File: src/rtl/dm_pkg.sv
// Shared definitions for the 1-to-4 demux and its upstream dispatcher.
package dm_pkg;

  localparam int CH_NUM = 4;
  localparam int SEL_W  = 2;

  typedef logic [SEL_W-1:0]  sel_t;
  typedef logic [CH_NUM-1:0] chan_vec_t;

endpackage

File: src/rtl/dm_fifo.sv
// Synchronous FIFO; one-cycle write-to-read latency, head read from registered storage.
// Backpressure: push ignored when full, pop ignored when empty; simultaneous push/pop at full/empty follows those guards.
module dm_fifo #(
  parameter  int WIDTH = 10,
  parameter  int DEPTH = 4,
  localparam int AW    = $clog2(DEPTH),
  localparam int LW    = AW + 1
) (
  input  logic             clk_i,
  input  logic             rst_i,
  input  logic             push_i,
  input  logic [WIDTH-1:0] wdata_i,
  input  logic             pop_i,
  output logic [WIDTH-1:0] rdata_o,
  output logic             full_o,
  output logic             empty_o,
  output logic [LW-1:0]    level_o
);

  logic [AW-1:0]    wr_ptr_q, wr_ptr_d;
  logic [AW-1:0]    rd_ptr_q, rd_ptr_d;
  logic [LW-1:0]    level_q, level_d;
  logic [WIDTH-1:0] mem_q [DEPTH];
  logic             do_push, do_pop;

  assign full_o  = (level_q == LW'(DEPTH));
  assign empty_o = (level_q == '0);
  assign level_o = level_q;
  assign do_push = push_i & ~full_o;
  assign do_pop  = pop_i & ~empty_o;

  // Empty head reads as zero so stale storage never leaks downstream.
  assign rdata_o = empty_o ? '0 : mem_q[rd_ptr_q];

  always_comb begin
    wr_ptr_d = wr_ptr_q;
    rd_ptr_d = rd_ptr_q;
    level_d  = level_q;
    if (do_push) wr_ptr_d = wr_ptr_q + AW'(1);
    if (do_pop)  rd_ptr_d = rd_ptr_q + AW'(1);
    case ({do_push, do_pop})
      2'b10:   level_d = level_q + LW'(1);
      2'b01:   level_d = level_q - LW'(1);
      default: level_d = level_q;
    endcase
  end

  always_ff @(posedge clk_i) begin
    if (rst_i) begin
      wr_ptr_q <= '0;
      rd_ptr_q <= '0;
      level_q  <= '0;
    end else begin
      wr_ptr_q <= wr_ptr_d;
      rd_ptr_q <= rd_ptr_d;
      level_q  <= level_d;
    end
  end

  always_ff @(posedge clk_i) begin
    if (do_push) mem_q[wr_ptr_q] <= wdata_i;
  end

endmodule

File: src/rtl/dm_dispatch.sv
// Tags upstream words with a channel (directed or round-robin), buffers them, presents head to the demux.
// Latency: accept edge N visible after edge N; retire only on the head channel's ready; in_ready drops when full.
module dm_dispatch
  import dm_pkg::*;
#(
  parameter  int WIDTH = 8,
  parameter  int DEPTH = 4,
  parameter  int CNT_W = 16,
  localparam int LW    = $clog2(DEPTH) + 1
) (
  input  logic             clk_i,
  input  logic             rst_i,
  input  logic             rr_mode_i,
  input  logic             in_valid_i,
  output logic             in_ready_o,
  input  logic [WIDTH-1:0] in_data_i,
  input  sel_t             in_dest_i,
  output logic             out_valid_o,
  output logic [WIDTH-1:0] out_din_o,
  output sel_t             out_sel_o,
  input  chan_vec_t        chan_ready_i,
  output logic [LW-1:0]    level_o,
  output logic [CNT_W-1:0] xfer_cnt_o
);

  typedef struct packed {
    logic [WIDTH-1:0] data;
    sel_t             sel;
  } entry_t;

  entry_t           wr_entry, head_entry;
  logic             fifo_full, fifo_empty;
  logic             acc, ret;
  sel_t             rr_ptr_q, rr_ptr_d;
  logic [CNT_W-1:0] xfer_cnt_q, xfer_cnt_d;

  assign in_ready_o  = ~fifo_full;
  assign out_valid_o = ~fifo_empty;
  assign acc         = in_valid_i & in_ready_o;
  // Head-of-line: only the head word's channel can release it.
  assign ret         = out_valid_o & chan_ready_i[out_sel_o];

  assign wr_entry.data = in_data_i;
  assign wr_entry.sel  = rr_mode_i ? rr_ptr_q : in_dest_i;

  assign out_din_o  = head_entry.data;
  assign out_sel_o  = head_entry.sel;
  assign xfer_cnt_o = xfer_cnt_q;

  dm_fifo #(
    .WIDTH ($bits(entry_t)),
    .DEPTH (DEPTH)
  ) u_fifo (
    .clk_i   (clk_i),
    .rst_i   (rst_i),
    .push_i  (acc),
    .wdata_i (wr_entry),
    .pop_i   (ret),
    .rdata_o (head_entry),
    .full_o  (fifo_full),
    .empty_o (fifo_empty),
    .level_o (level_o)
  );

  always_comb begin
    rr_ptr_d   = rr_ptr_q;
    xfer_cnt_d = xfer_cnt_q;
    if (acc && rr_mode_i) rr_ptr_d = rr_ptr_q + sel_t'(1);
    if (ret) xfer_cnt_d = xfer_cnt_q + CNT_W'(1);
  end

  always_ff @(posedge clk_i) begin
    if (rst_i) begin
      rr_ptr_q   <= '0;
      xfer_cnt_q <= '0;
    end else begin
      rr_ptr_q   <= rr_ptr_d;
      xfer_cnt_q <= xfer_cnt_d;
    end
  end

endmodule
File: config.mk
export PLATFORM = sky130hd
export DESIGN_NAME = dm_dispatch
export DESIGN_NICKNAME = d
export VERILOG_FILES = /design/src/rtl/dm_pkg.sv /design/src/rtl/dm_fifo.sv /design/src/rtl/dm_dispatch.sv
export SDC_FILE = /design/constraint.sdc
export NUM_CORES = 1
export LEC_CHECK = 0
export BUFFER_PORTS_ARGS = -buffer_cell sky130_fd_sc_hd__buf_2
export CORE_MARGIN = 4
export CORE_UTILIZATION = 25
export CTS_CLUSTER_DIAMETER = 30
export DETAILED_ROUTE_END_ITERATION = 8
export PLACE_DENSITY = 0.52
export SYNTH_ARGS = -nofsm -noshare
export SYNTH_HDL_FRONTEND = slang
export SYNTH_SLANG_ARGS = --single-unit
export TNS_END_PERCENT = 5
File: constraint.sdc
create_clock -name clk_i -period 6.9 [get_ports clk_i]
set_clock_uncertainty 0.15 [all_clocks]
set_input_delay 0.345 -clock clk_i [delete_from_list [all_inputs] [get_ports clk_i]]
set_output_delay 0.345 -clock clk_i [all_outputs]
set_load 0.02 [all_outputs]
**Word-level counts from Yosys, hierarchy flattened**

Memories as Yosys holds them, arrays and structs flattened. A register that Yosys moved wholly into a read port is not among the register bits.
Cells that the tools add are included.

- Register bits after elaboration: 25
- Memory bits (writable): 40
- Output and inout bits: 31
- Logic and storage cells: 34
- Memories: 1

Memory list:

| memory | depth | width | rd ports | clocked after Yosys merged registers in | wr ports | line | source |
|---|---|---|---|---|---|---|---|
| u_fifo.mem_q | 4 | 10 | 1 | 1 | 1 | dm_fifo.sv:23 | `logic [WIDTH-1:0] mem_q [DEPTH];` |

- $add $sub $neg: 6
- $lt $le $gt $ge: 1
- Equality and inequality tests: 3
- Mux-type cells: 9
- Bitwise operators: 6
- Reduce and logical (&&, ||, !) cells: 3

Operator list:

| kind | count |
|---|---|
| 16-bit by 1-bit adder with 16-bit output (second input constant) | 1 |
| 10-bit 2-to-1 mux | 1 |
| 2-bit by 1-bit adder with 2-bit output (second input constant) | 3 |
| 2-bit 2-to-1 mux | 3 |
| 3-bit one-hot mux with 2 select lines | 1 |
| 1-bit bitwise AND | 4 |
| 3-bit by 1-bit adder with 3-bit output (second input constant) | 1 |
| 3-bit == test (second input constant) | 1 |
| 3-bit zero test | 1 |
| 2-bit by 3-bit less-than comparator with 1-bit output (second input constant) | 1 |
| 1-bit 2-to-1 mux | 3 |
| 3-bit by 1-bit subtractor with 3-bit output (second input constant) | 1 |
| 1-bit binary-select mux with 2-bit select | 1 |
| 2-bit by 1-bit == test with 1-bit output (second input constant) | 1 |
| 2-bit == test (second input constant) | 1 |
| 1-bit NOT | 2 |
| 2-bit nonzero test | 1 |
| 1-bit logical AND | 1 |

**Longest topological paths before layout**

Gate-level depths: netlist of the first run.

- Depth in word-level cells: 8
- Depth in mapped cells: 12
- Gate-level depth less buffers: 11

**Hierarchy**

Synthesis of the first run repeated with hierarchy kept, for this count alone.

- Cell total of the unflattened synthesis: 213
- Area, all modules: 2849.0 um^2

By module, submodules not included:

| module | instances | cells an instance | area each (um^2) | seq. area each (um^2) |
|---|---|---|---|---|
| dm_fifo | 1 | 117 | 1985.7 | 1381.3 |
| dm_dispatch | 1 | 96 | 863.3 | 360.3 |

**Worst setup path after synthesis of the first run**

No wires, ideal clock.

- Kind: register to register
- From: register (tool-made name)
- To: register u_fifo.level_q[2] (netlist: u_fifo.level_o[2])
- Data arrival time: 2.674 ns
- Required time: 6.680 ns
- Path slack: 4.006 ns
- Stages on the path, launching flop included: 13
- Path buffers: 2
- Clock period less this slack: 2.894 ns
- Path through: dfxtp_1 -> buf_6 -> mux4_2 -> mux2_4 -> a22oi_4 -> buf_6 -> inv_4 -> ha_1 -> inv_1 -> fa_1 -> xor2_1 -> or3_1 -> a21oi_1

RTL lines:

| element | line | source |
|---|---|---|
| end signal, assigned | dm_fifo.sv:56 | `level_q <= level_d;` |
| end, declared | dm_fifo.sv:22 | `logic [LW-1:0] level_q, level_d;` |

==> results.json, run 1 <==
{
  "status": "completed",
  "required_ns": 7.00,
  "grt-ovfl-total": 0,
  "grt_antenna_before_repair": 0,
  "nets": 293,
  "via_count": 1845,
  "cts_hold_buf": 0,
  "clock_sinks": 67,
  "vias_per_cell": 4.44,
  "dr.pass1.iters": 5,
  "drv_slew": 0,
  "worstSetupPathType": "reg -> reg",
  "setup_viol": 0,
  "post_cts_buffers": 0,
  "num_rows": 39,
  "n_antenna_cell": 0,
  "min_path_type": "in -> reg",
  "yosys_warnings": 0,
  "power.density_nw_per_um2": 383,
  "dpl.cell_count": 400,
  "ys_types": 38,
  "die_area_um2": 13400,
  "place_congestion": 0.732,
  "clock_path_buffers": 2,
  "rr_endpoint": "u_fifo.level_o[2]$_SDFFE_PP0P_",
  "instances_no_fill": 416,
  "cts_max_level": 3,
  "drtIter0Drc": 175,
  "fin_crit_sh_pct": 52.8,
  "whs_path_depth": 1,
  "clkTransAtPathRegs_ns": 0.06,
  "tightest_slew_ns": 0.693,
  "critPathMaxFanout": 30,
  "die_y_um": 116,
  "fin_crit_ns": 3.65,
  "routed_wirelength_mm": 5.86,
  "start_kind": "flop",
  "coreArea_um2": 11400,
  "cts_root_buf": "clkbuf_16",
  "final_util_pct": 31.4,
  "reg2reg_depth": 10,
  "cp.arrival_ns": 3.74,
  "rsz0062_at_grt": "no",
  "finalHoldViolations": 0,
  "synth_cells": 218,
  "r2r_slack_ns": 3.25,
  "dp_hpwl_mm": 4.03,
  "yosysSeqAreaShare_pct": 59.9,
  "numCtsBuffers": 9,
  "antenna_left": 0,
  "avgSynthCellArea_um2": 13.3,
  "numPortBuffers": 48,
  "ys_seq_elements": 67,
  "stdcell_area_um2": 3580,
  "syn_nets": 243,
  "ctsResizeCount": 0,
  "drive_gt1_share_pct": 28.2,
  "placed_cell_area_um2": 3260,
  "start_util_pct": 25.5,
  "grt_pass1_vias": 1817,
  "die_x_um": 116,
  "crit_path_top_delay_cell": "dfxtp_1",
  "clock_latency_ns": 0.32,
  "ir_drop_uv": 199,
  "worstSetupEndpointType": "flop",
  "min_to": "u_fifo.mem_q[2][9]$_DFFE_PP_",
  "synth_area_um2": 2910,
  "slew_headroom_pct": 53.8,
  "drc": 0,
  "fillers": 1163,
  "min_from": "in_data_i[7]",
  "syn_to_final_growth_pct": 23.2,
  "drv_cap": 0,
  "grt_pass1_wl_mm": 9.29,
  "max_freq_mhz": 274,
  "wl_per_cell_um": 14.1,
  "io_pins": 49,
  "grt_max_degree": 31,
  "cp_cell_sequence": "mux4_2 > mux2_4 > a22oi_4 > inv_4 > ha_1 > inv_1 > fa_1 > xor2_1 > or3_1 > a21oi_1",
  "finalSetupTns_ns": 0,
  "cts_tree": "built",
  "leakagePower_nw": 1.33,
  "cp_slowest_stage_delay_ns": 0.70,
  "grtUsageTotal_pct": 9.04
}
## state kept, by name (all words and copies together) (netlist names), named ones only
signal           cells
u_fifo.mem_q        40
u_fifo.wr_ptr_q      2
u_fifo.rd_ptr_q      2
u_fifo.level_o       3
xfer_cnt_o          16
rr_ptr_q             2
## logic make-up (layout without fill, tap and decap cells)
group	after synthesis	after routing	synth area share [%]
buffers and inverters	21	76	3.75
AO/OA/AOI/OAI	35	35	7.23
flip-flops	67	67	59.9
XOR/XNOR	7	7	2.37
adder cells (fa/ha/maj)	7	7	3.27
AND/OR/NAND/NOR	65	65	12.4
multiplexers	16	16	11.0
## critical path: cells and delay by family (launching register included)
kind                     cells  cell delay, ns
AO/OA/AOI/OAI                2            0.73
XOR/XNOR                     1            0.07
adder cells (fa/ha/maj)      2            0.44
buffers and inverters        2            0.20
flip-flops                   1            0.70
multiplexers                 2            0.98
AND/OR/NAND/NOR              1            0.31
## through the flow
stage                     total power (W)  hold slack (ns)  setup WS, ns
after floorplan                  0.000821            0.294          4.01
after global placement           0.000905            0.307          3.31
after detailed placement         0.000912            0.321          3.23
after CTS                         0.00139           0.0792          3.19
after global routing              0.00145           0.0811          2.97
final                             0.00137           0.0885          3.25
## worst max path at each step
| stage | from | endpoint | slack [ns] | depth (start not counted) |
|---|---|---|---|---|
| floorplan | flop | u_fifo.level_o[2]$_SDFFE_PP0P_ | 4.01 | 12 |
| CTS | flop | u_fifo.level_o[2]$_SDFFE_PP0P_ | 3.19 | 10 |
| finish | flop | u_fifo.level_o[2]$_SDFFE_PP0P_ | 3.25 | 10 |
| detailed placement | flop | u_fifo.level_o[2]$_SDFFE_PP0P_ | 3.23 | 10 |
| global route | flop | u_fifo.level_o[2]$_SDFFE_PP0P_ | 2.97 | 10 |
| global placement | flop | u_fifo.level_o[2]$_SDFFE_PP0P_ | 3.31 | 10 |
## power breakdown
part | switching [W] | leakage [nW] | internal (W)
Clock | 0.000164 | 0.159 | 0.000315
Sequential | 0.0000389 | 0.587 | 0.000474
Combinational | 0.000229 | 0.582 | 0.000151
Total | 0.000432 | 1.33 | 0.000941
## per-layer routing
layer  vias up  GRT usage (%)  wire length (um)
met5         -              0                 0
met4         0           4.72               112
met3         8           1.57               175
met2        35           14.7              2890
met1       885           11.5              2680
li1        917              -                 -
## synth_stat cells
cell	instances	area, um2
nor2_1	13	48.8
and2_2	1	7.51
buf_6	3	33.8
o21ai_0	5	25.0
clkbuf_1	4	15.0
o41ai_1	1	8.76
edfxtp_1	40	1200
nand4b_1	1	8.76
xor2_1	4	35.0
fa_1	1	20.0
mux2_4	2	30.0
o31ai_1	5	37.5
nand4_1	4	25.0
mux2_2	2	22.5
and3_1	1	6.26
xnor2_1	2	17.5
o21ai_1	5	25.0
xnor2_2	1	16.3
inv_4	1	6.26
mux2i_1	2	20.0
mux4_2	4	90.1
nor4_1	1	6.26
nand3_1	5	25.0
inv_1	11	41.3
buf_4	1	7.51
nor2_4	1	11.3
a22oi_4	1	21.3
or3_1	10	62.6
and2_1	14	87.6
mux4_1	6	158
dfxtp_1	27	541
clkbuf_2	1	5.00
a21boi_1	1	7.51
ha_1	6	75.1
or4_1	5	37.5
nor3_1	1	5.00
nand2_1	8	30.0
a21oi_1	17	85.1
## final cells by class
type / instances / area, um2 / area share [%]
clock buffer: 9 / 225 / 6.29
clock inverter: 7 / 92.6 / 2.58
inverter: 12 / 47.5 / 1.33
multi-input combinational: 130 / 1060 / 29.5
sequential: 67 / 1740 / 48.6
tap: 143 / 179 / 4.99
timing repair buffer: 48 / 240 / 6.71
## cell usage in the layout, fill, tap and decap left out, types with 2 or more instances in the layout
cell type  synthesis  final
inv_1             11     11
clkinv_2           0      3
or4_1              5      5
nand2_1            8      8
dfxtp_1           27     27
ha_1               6      6
or3_1             10     10
mux4_2             4      4
nor2_1            13     13
buf_2              0     48
bufinv_16          0      2
edfxtp_1          40     40
a21oi_1           17     17
mux4_1             6      6
nand3_1            5      5
mux2i_1            2      2
o21ai_1            5      5
o21ai_0            5      5
clkbuf_16          0      9
xnor2_1            2      2
clkinv_4           0      2
mux2_4             2      2
xor2_1             4      4
nand4_1            4      4
and2_1            14     14
mux2_2             2      2
o31ai_1            5      5
Power figures use the tool's default switching activity.
==> run 2: changes to the inputs <==
- clock period: 6.9 -> 3.7 ns (I/O delays scaled with it)
==> results.json, run 2 (synthesis results as in run 1) <==
{
  "grt_pass1_wl_mm": 9.36,
  "fillers": 1187,
  "slew_headroom_pct": 50.8,
  "numPortBuffers": 48,
  "finalPower_w": 0.00252,
  "finalSetupTns_ns": 0,
  "dp_hpwl_mm": 4.17,
  "tightest_slew_ns": 0.736,
  "num_rows": 39,
  "syn_to_final_growth_pct": 26.1,
  "antenna_left": 0,
  "fin_crit_ns": 3.02,
  "leakagePower_nw": 1.36,
  "die_area_um2": 13400,
  "drtIter0Drc": 71,
  "clock_sinks": 67,
  "cp_slowest_stage_delay_ns": 0.61,
  "die_x_um": 116,
  "wl_per_cell_um": 13.8,
  "clock_path_buffers": 2,
  "critPathMaxFanout": 7,
  "grt_pass1_vias": 1868,
  "crit_path_top_delay_cell": "mux4_2",
  "drv_slew": 0,
  "final-seq-area_um2": 1740,
  "dr.pass1.iters": 4,
  "start_util_pct": 25.5,
  "drive_gt1_share_pct": 27.8,
  "cp.arrival_ns": 3.12,
  "status": "completed",
  "required_ns": 3.80,
  "numCtsBuffers": 9,
  "ctsResizeCount": 0,
  "multiInputGateArea_um2": 1060,
  "cts_hold_buf": 8,
  "ir_drop_uv": 222,
  "power.density_nw_per_um2": 687,
  "vias_per_cell": 4.40,
  "layout_common_cells": "buf_2, edfxtp_1, dfxtp_1, a21oi_1, and2_1",
  "drc": 0,
  "clkTransAtPathRegs_ns": 0.05,
  "min_from": "rr_mode_i",
  "drv_cap": 0,
  "setup_viol": 0,
  "crit_family": "multiplexers",
  "cts_max_level": 3,
  "cp_cell_sequence": "mux4_2 > mux2_4 > a22oi_4 > inv_4 > ha_1 > inv_1 > fa_1 > xor2_1 > or3_1 > a21oi_1",
  "coreArea_um2": 11400,
  "nets": 304,
  "cts_root_buf": "clkbuf_16",
  "final_common_cell": "buf_2",
  "via_count": 1887,
  "grt-ovfl-total": 0,
  "clock_latency_ns": 0.32,
  "finalHoldViolations": 0,
  "instances_no_fill": 429,
  "routed_wirelength_mm": 5.94,
  "grt_max_degree": 30,
  "largest_reg_flops": 40,
  "regMostFlops": "u_fifo.mem_q",
  "grt_antenna_before_repair": 2,
  "min_path_type": "in -> reg",
  "dpl.cell_count": 403,
  "place_congestion": 0.724,
  "worstSetupEndpointType": "flop",
  "post_cts_buffers": 0,
  "cts_tree": "built",
  "io_pins": 49,
  "path_buf_inv": 2,
  "die_y_um": 116,
  "max_freq_mhz": 331,
  "rsz0062_at_grt": "no",
  "grtUsageTotal_pct": 9.19,
  "start_kind": "flop",
  "worstSetupPathType": "reg -> reg",
  "fin_crit_sh_pct": 81.7
}
==> run 2: worst paths after layout <==
check | endpoint | slack (ns) | cells past startpoint
worst min register to register | xfer_cnt_o[15]$_SDFFE_PP0P_ | 0.33 | 2
worst min-delay path | rr_ptr_q[0]$_SDFFE_PP0P_ | 0.07 | 4
worst max-delay path | u_fifo.level_o[2]$_SDFFE_PP0P_ | 0.68 | 10
worst max register to register | u_fifo.level_o[2]$_SDFFE_PP0P_ | 0.68 | 10
==> run 2: worst min-delay path, cell delays in order <==
cell,delay [ns]
buf_2,0.12
nand2_1,0.07
xor2_1,0.06
nor2_1,0.07
==> run 2: layer usage <==
metal	vias to the layer above	track usage, %	routed length, um
li1	937	-	-
met1	920	11.3	2650
met2	25	14.7	3030
met3	5	2.92	189
met4	0	4.18	63
met5	-	0	0
==> run 2: cell type report <==
type	count	share of cell area (%)
clock inverters	6	1.77
multi-input cells	130	28.8
well taps	143	4.88
clock buffers	10	6.25
flip-flops and latches	67	47.5
diodes	2	0.137
repair buffers	59	9.35
inverters	12	1.30
==> run 2: metrics by stage <==
stage | hold slack, ns | instance area [um2] | utilization, % | setup WS (ns)
final | 0.0726 | 3670 | 32.1 | 0.677
after floorplan | 0.134 | 2910 | - | 0.806
after detailed placement | 0.260 | 3290 | 28.8 | 0.649
after global placement | 0.250 | 3290 | 28.8 | 0.721
after CTS | 0.0646 | 3660 | 32.1 | 0.616
after global routing | 0.0918 | 3670 | 32.1 | 0.501
==> run 2: report_power, final <==
group	switching (W)	internal [W]	total, W
Combinational	0.000441	0.000303	0.000744
Sequential	0.0000624	0.000884	0.000947
Clock	0.000306	0.000522	0.000828
Total	0.000809	0.00171	0.00252
